$ cat config.mk
export PLATFORM = sky130hd
export DESIGN_NAME = arb2_burst_xfer
export DESIGN_NICKNAME = d
export VERILOG_FILES = /design/src/rtl/arb2_burst_xfer.sv
export SDC_FILE = /design/constraint.sdc
export NUM_CORES = 1
export LEC_CHECK = 0
export ABC_AREA = 1
export BUFFER_PORTS_ARGS = -buffer_cell sky130_fd_sc_hd__buf_2
export CORE_UTILIZATION = 30
export DETAILED_ROUTE_END_ITERATION = 12
export PLACE_DENSITY_LB_ADDON = 0.2
export SLEW_MARGIN = 20
export SYNTH_ARGS = -nofsm -noshare
export SYNTH_HDL_FRONTEND = slang
export SYNTH_SLANG_ARGS = --single-unit
$ cat constraint.sdc
create_clock -name clk -period 1.5 [get_ports clk]
set_input_delay 0 -clock clk [delete_from_list [all_inputs] [get_ports clk]]
set_output_delay 0 -clock clk [all_outputs]
set_load 0.005 [all_outputs]
$ cat src/rtl/arb2_burst_xfer.sv
// arb2_burst_xfer: runs a BURST-beat transfer for the granted client
// of a 2-client arbiter onto a shared valid/ready bus.
//
// Ports:
//   clk, rst         rising-edge clock, async active-low reset
//   gnt1, gnt2       grants from the arbiter (sampled in IDLE only)
//   data1, data2     client beat data (live, combinational to bus)
//   bus_ready        sink accepts the current beat
//   bus_valid        beat valid on the shared bus
//   bus_data         current owner's data (0 outside XFER)
//   bus_owner        latched owner: 0 = client 1, 1 = client 2
//   beat             beat index within the burst (0 outside XFER)
//   busy             burst in progress (XFER or DONE)
//   done1, done2     one-cycle burst-complete pulse per client
//   err              one-cycle watchdog abort pulse
//
// Optional: define ARB2_XFER_TIMEOUT_EN to build a 4-bit stall
// watchdog that aborts a burst after TIMEOUT stalled cycles.
// Without it err is tied 0 and stalls wait forever.

module arb2_burst_xfer #(
   parameter int DW      = 8,
   parameter int BURST   = 4,
   parameter int CW      = 2,
   parameter int TIMEOUT = 15
) (
   input  logic          clk,
   input  logic          rst,
   input  logic          gnt1,
   input  logic          gnt2,
   input  logic [DW-1:0] data1,
   input  logic [DW-1:0] data2,
   input  logic          bus_ready,
   output logic          bus_valid,
   output logic [DW-1:0] bus_data,
   output logic          bus_owner,
   output logic [CW-1:0] beat,
   output logic          busy,
   output logic          done1,
   output logic          done2,
   output logic          err
);

   typedef enum logic [1:0] {
      IDLE = 2'd0,
      XFER = 2'd1,
      DONE = 2'd2
   } state_t;

   localparam logic [CW-1:0] LAST    = CW'(BURST - 1);
   localparam logic [3:0]    TO_LAST = 4'(TIMEOUT - 1);

   state_t        state_q, state_d;
   logic          owner_q, owner_d;
   logic [CW-1:0] cnt_q, cnt_d;

`ifdef ARB2_XFER_TIMEOUT_EN
   logic [3:0] stall_q, stall_d;
   logic       to_q, to_d;
`else
   // the limit only matters when the watchdog is built
   logic [3:0] unused_to;
   assign unused_to = TO_LAST;
`endif

   always_ff @(posedge clk or negedge rst) begin
      if (!rst) begin
         state_q <= IDLE;
         owner_q <= 1'b0;
         cnt_q   <= '0;
`ifdef ARB2_XFER_TIMEOUT_EN
         stall_q <= '0;
         to_q    <= 1'b0;
`endif
      end else begin
         state_q <= state_d;
         owner_q <= owner_d;
         cnt_q   <= cnt_d;
`ifdef ARB2_XFER_TIMEOUT_EN
         stall_q <= stall_d;
         to_q    <= to_d;
`endif
      end
   end

   always_comb begin
      state_d = state_q;
      owner_d = owner_q;
      cnt_d   = cnt_q;
`ifdef ARB2_XFER_TIMEOUT_EN
      stall_d = stall_q;
      to_d    = 1'b0;
`endif
      unique case (state_q)
         IDLE: begin
`ifdef ARB2_XFER_TIMEOUT_EN
            stall_d = '0;
`endif
            // client 1 wins if both grants are (illegally) high
            if (gnt1) begin
               owner_d = 1'b0;
               cnt_d   = '0;
               state_d = XFER;
            end else if (gnt2) begin
               owner_d = 1'b1;
               cnt_d   = '0;
               state_d = XFER;
            end
         end
         XFER: begin
            if (bus_ready) begin
`ifdef ARB2_XFER_TIMEOUT_EN
               stall_d = '0;
`endif
               if (cnt_q == LAST) begin
                  state_d = DONE;
               end else begin
                  cnt_d = cnt_q + CW'(1);
               end
            end
`ifdef ARB2_XFER_TIMEOUT_EN
            // this stalled cycle is the TIMEOUT-th one
            else if (stall_q == TO_LAST) begin
               state_d = DONE;
               to_d    = 1'b1;
               stall_d = '0;
            end else begin
               stall_d = stall_q + 4'd1;
            end
`endif
         end
         DONE: begin
            cnt_d   = '0;
            state_d = IDLE;
         end
         default: begin
            state_d = IDLE;
         end
      endcase
   end

   logic xfer;
   logic fin;

   assign xfer      = (state_q == XFER);
   assign fin       = (state_q == DONE);
   assign bus_valid = xfer;
   assign bus_data  = xfer ? (owner_q ? data2 : data1) : '0;
   assign bus_owner = owner_q;
   assign beat      = xfer ? cnt_q : '0;
   assign busy      = (state_q != IDLE);
   assign done1     = fin & ~owner_q;
   assign done2     = fin & owner_q;

`ifdef ARB2_XFER_TIMEOUT_EN
   assign err = fin & to_q;
`else
   assign err = 1'b0;
`endif

endmodule

-- Word-level counts from Yosys, hierarchy flattened
Index checks and enable logic that the tools add are counted.
- output and inout bits: 16
- logic and storage cells: 36
- flip-flop bits (word level): 5
- bits of input ports: 21
- add/subtract/negate cells: 1
- reductions and logical operators: 7
- mux-type cells: 15
- bitwise operators: 3
- eq/ne operators: 7
- operator list (kind ; count):
    2-bit two-way mux ; 9
    8-bit two-way mux ; 2
    2-bit case mux with 3 select lines ; 1
    2-bit equality test, second input constant ; 2
    2-bit != test, second input constant ; 2
    2-bit case mux with 2 select lines ; 1
    4-bit AND reduction ; 1
    2-bit nonzero test ; 2
    3-bit != test, second input constant ; 1
    3-bit AND reduction ; 1
    3-bit nonzero test ; 1
    2-bit by 1-bit adder with 2-bit output, second input constant ; 1
    1-bit bitwise AND ; 2
    2-bit by 1-bit equality test with 1-bit output, second input constant ; 1
    2-bit logical NOT ; 1
    1-bit two-way mux ; 2
    2-bit by 1-bit != test with 1-bit output, second input constant ; 1
    2-bit AND reduction ; 1
    1-bit NOT ; 1

-- Depth between registers and ports, before layout
- depth after elaboration: 4
- depth in mapped cells: 5
- depth with buffers taken out: 5

-- Worst setup path after synthesis
Ideal clock, no wire load.
- path type: register to register
- start: register cnt_q[0]
- end: register cnt_q[0]
- required time: 1.382 ns
- setup slack: 0.310 ns
- arrival time: 1.072 ns
- setup time: 0.118 ns
- stages on the path, launching flop included: 6
- cells stage by stage: dfrtp_1 > ha_1 > o21ai_0 > nand3_1 > nand2_1 > nand2_1
- word-level cells in the longest chain between the ends: 4
- RTL lines (item ; RTL line ; text):
    from (decl) ; 55 ; logic [CW-1:0] cnt_q, cnt_d;
    from (signal assigned) ; 78 ; cnt_q <= cnt_d;
    2-bit by 1-bit adder with 2-bit output ; 118 ; cnt_d = cnt_q + CW'(1);
    2-bit two-way mux ; 115 ; if (cnt_q == LAST) begin
    2-bit two-way mux ; 111 ; if (bus_ready) begin
    2-bit case mux with 3 select lines ; 94 ; unique case (state_q)
Parallel ways exist; a longest one is shown, timed or not. The select of a mux whose other input is x is not followed.
A chain may end at the register's enable or synchronous reset.

-- Final worst setup path
Same ends and word-level chain as after synthesis.

==> results.json <==
{
  "drc": 0,
  "hpwl_um": 895.9,
  "routed-wl-met2_um": 540,
  "clk_path_buf_depth": 2,
  "cap_violations": 0,
  "seq_power_share_pct": 23.1,
  "grt_pass1_wl_um": 1552,
  "syn_nets": 89,
  "fmax_ghz": 0.7613,
  "route.vias.total": 548,
  "layout_common_cells": "35 x buf_2, 22 x nand2_1, 8 x inv_1, 8 x a21oi_1, 6 x nor2_1",
  "die_h_um": 38.76,
  "crit_type": "register to register",
  "grt_max_degree": 15,
  "postLayoutCoreUtil_pct": 53.48,
  "layout-drive-gt1-share_pct": 37.74,
  "peakVddDrop_mv": 1.004,
  "synth_cells": 67,
  "power_leakage_nw": 0.3772,
  "drt_iter0_markers": 7,
  "drv_slew": 0,
  "worstPathRequired_ps": 1630,
  "firstDrtPassIters": 2,
  "htree_levels": 1,
  "antenna_found_initial": 0,
  "nNetsFinal": 129,
  "gr-total-overflow": 0,
  "post_synth_num_cell_types": 15,
  "io_pins": 37,
  "m1WireLength_um": 515,
  "wire_per_inst_um": 9.517,
  "routabilityCongestion": 0.7236,
  "cp.arrival_ps": 1440,
  "powerDensity_nw_per_um2": 1619,
  "ys_warn_count": 0,
  "cp_max_fo": 4,
  "syn_area_per_cell_sq_um": 6.051,
  "fin_skew_ps": 1.589,
  "fin_crit_sh_pct": 87.57,
  "clkTransAtPathRegs_ps": 40,
  "core_area_sq_um": 1186,
  "num_antenna_cells": 0,
  "finalSetupTns_ps": 0,
  "syn_area_sq_um": 405.4,
  "rows": 12,
  "layout_commonest_cell": "buf_2",
  "wl_um": 1142,
  "initial_utilization_pct": 34.18,
  "cp-start-kind": "register",
  "postRouteAntennaNets": 0,
  "cts_buffers": 3,
  "swShare_pct": 44.87,
  "synth_seq_cells": 5,
  "clockRootBuffer": "clkbuf_4",
  "wl_met3_um": 86,
  "grt_use_total_pct": 15.47,
  "maxUsedRoutingLayer": "met3",
  "rsz0062_at_grt": "false",
  "viasPerCell": 4.567,
  "syn_to_final_growth_pct": 56.48,
  "clock_latency_ps": 240,
  "die-area_sq_um": 1502,
  "hold_violations": 0,
  "die_w_um": 38.76,
  "cts_tree": "yes",
  "status": "finished clean",
  "power.net_switching_mw": 0.4608,
  "setup_viol": 0,
  "numClockSinks": 5,
  "cellInternalPower_mw": 0.5660,
  "layout_min_cycle_time_ps": 1313,
  "grt_pass1_vias": 388,
  "clockPowerShare_pct": 15.4,
  "ys_seq_area_share_pct": 30.86,
  "port_buffers": 35,
  "comb_power_share_pct": 61.5,
  "hp-class": "input port to register",
  "end_kind": "register"
}
-- cells in the mapped netlist, drive strengths merged --
master  instances  area share [%]
nand2          23              21
a21oi           8             9.9
inv             8             7.4
nor2            6             5.6
dfrtp           5              31
buf             3             4.9
nand4           3             4.6
o21ai           3             3.7
nand3           2             2.5
nor3            2             2.5
clkinv          1            0.93
conb            1            0.93
ha              1             3.1
o211ai          1             1.9
-- path summary, 6_finish.rpt --
kind,from,to,slack [ps],depth (start not counted)
max reg2reg,cnt_q[0],cnt_q[0],190,5
min in group asynchronous,rst,cnt_q[1],90,2
min,bus_ready,state_q[1],30,3
max in group asynchronous,rst,state_q[1],1280,2
min reg2reg,cnt_q[1],cnt_q[1],520,2
max,cnt_q[0],cnt_q[0],190,5
-- state kept, by name (all words and copies together), names as in the netlist --
register	flops
cnt_q	2
state_q	2
bus_owner	1
-- power groups by stage --
stage / Combinational, mW / Sequential, mW / Clock (mW)
floorplan: 0.393 / 0.229 / 0
global placement: 0.626 / 0.237 / 0
detailed placement: 0.631 / 0.237 / 0
CTS: 0.635 / 0.236 / 0.163
global route: 0.732 / 0.247 / 0.175
finish: 0.632 / 0.237 / 0.158
-- cells by family (layout without fill, tap and decap cells) --
family	Yosys count	count (layout)	synth area share, %
other	1	1	0.9250
buffers and inverters	12	51	13.27
adders and majority gates	1	1	3.086
AOI/OAI and AO/OA	12	12	15.43
DFF	5	5	30.86
and+or+nand+nor	36	36	36.42
-- cell type report --
type / count / area [sq um]
Clock buffer: 4 / 26.28
Timing Repair Buffer: 38 / 202.7
Multi-Input combinational cell: 50 / 229.0
Tap cell: 14 / 17.52
Sequential cell: 5 / 125.1
Inverter: 9 / 33.78
Fill cell: 133 / 551.8
-- through the flow --
step                      instance area, sq um  worst slack (ps)  cells  hold slack [ps]  total power [mW]
after floorplan                          405.4             309.6     67           -295.6            0.6223
after global placement                   585.6             247.8    114           -180.4            0.8622
after detailed placement                 585.6             201.0    114           -183.7            0.8679
after CTS                                631.9             98.23    120            25.90             1.035
after global routing                     634.4             75.53    120            55.25             1.153
final                                    634.4             186.5    120            33.25             1.027
-- per-layer routing --
layer	vias to the layer above	track usage (%)
met1	235	20.70
met2	24	21.25
li1	289	-
met3	0	7.514
met4	0	5.172
met5	-	0
-- critical path, cell delays in order (launching register included) --
cell	delay, ps
dfrtp_1	410
ha_1	230
o21ai_0	280
nand3_1	150
nand2_1	80
nand2_1	50
-- timing repair --
item,CTS,global route
hold endpoints to repair,6,0
hold buffers,2,0
resized for setup,0,1
setup endpoints to repair,0,1
buffers inserted,0,0
(Power assumes the default switching activity.)
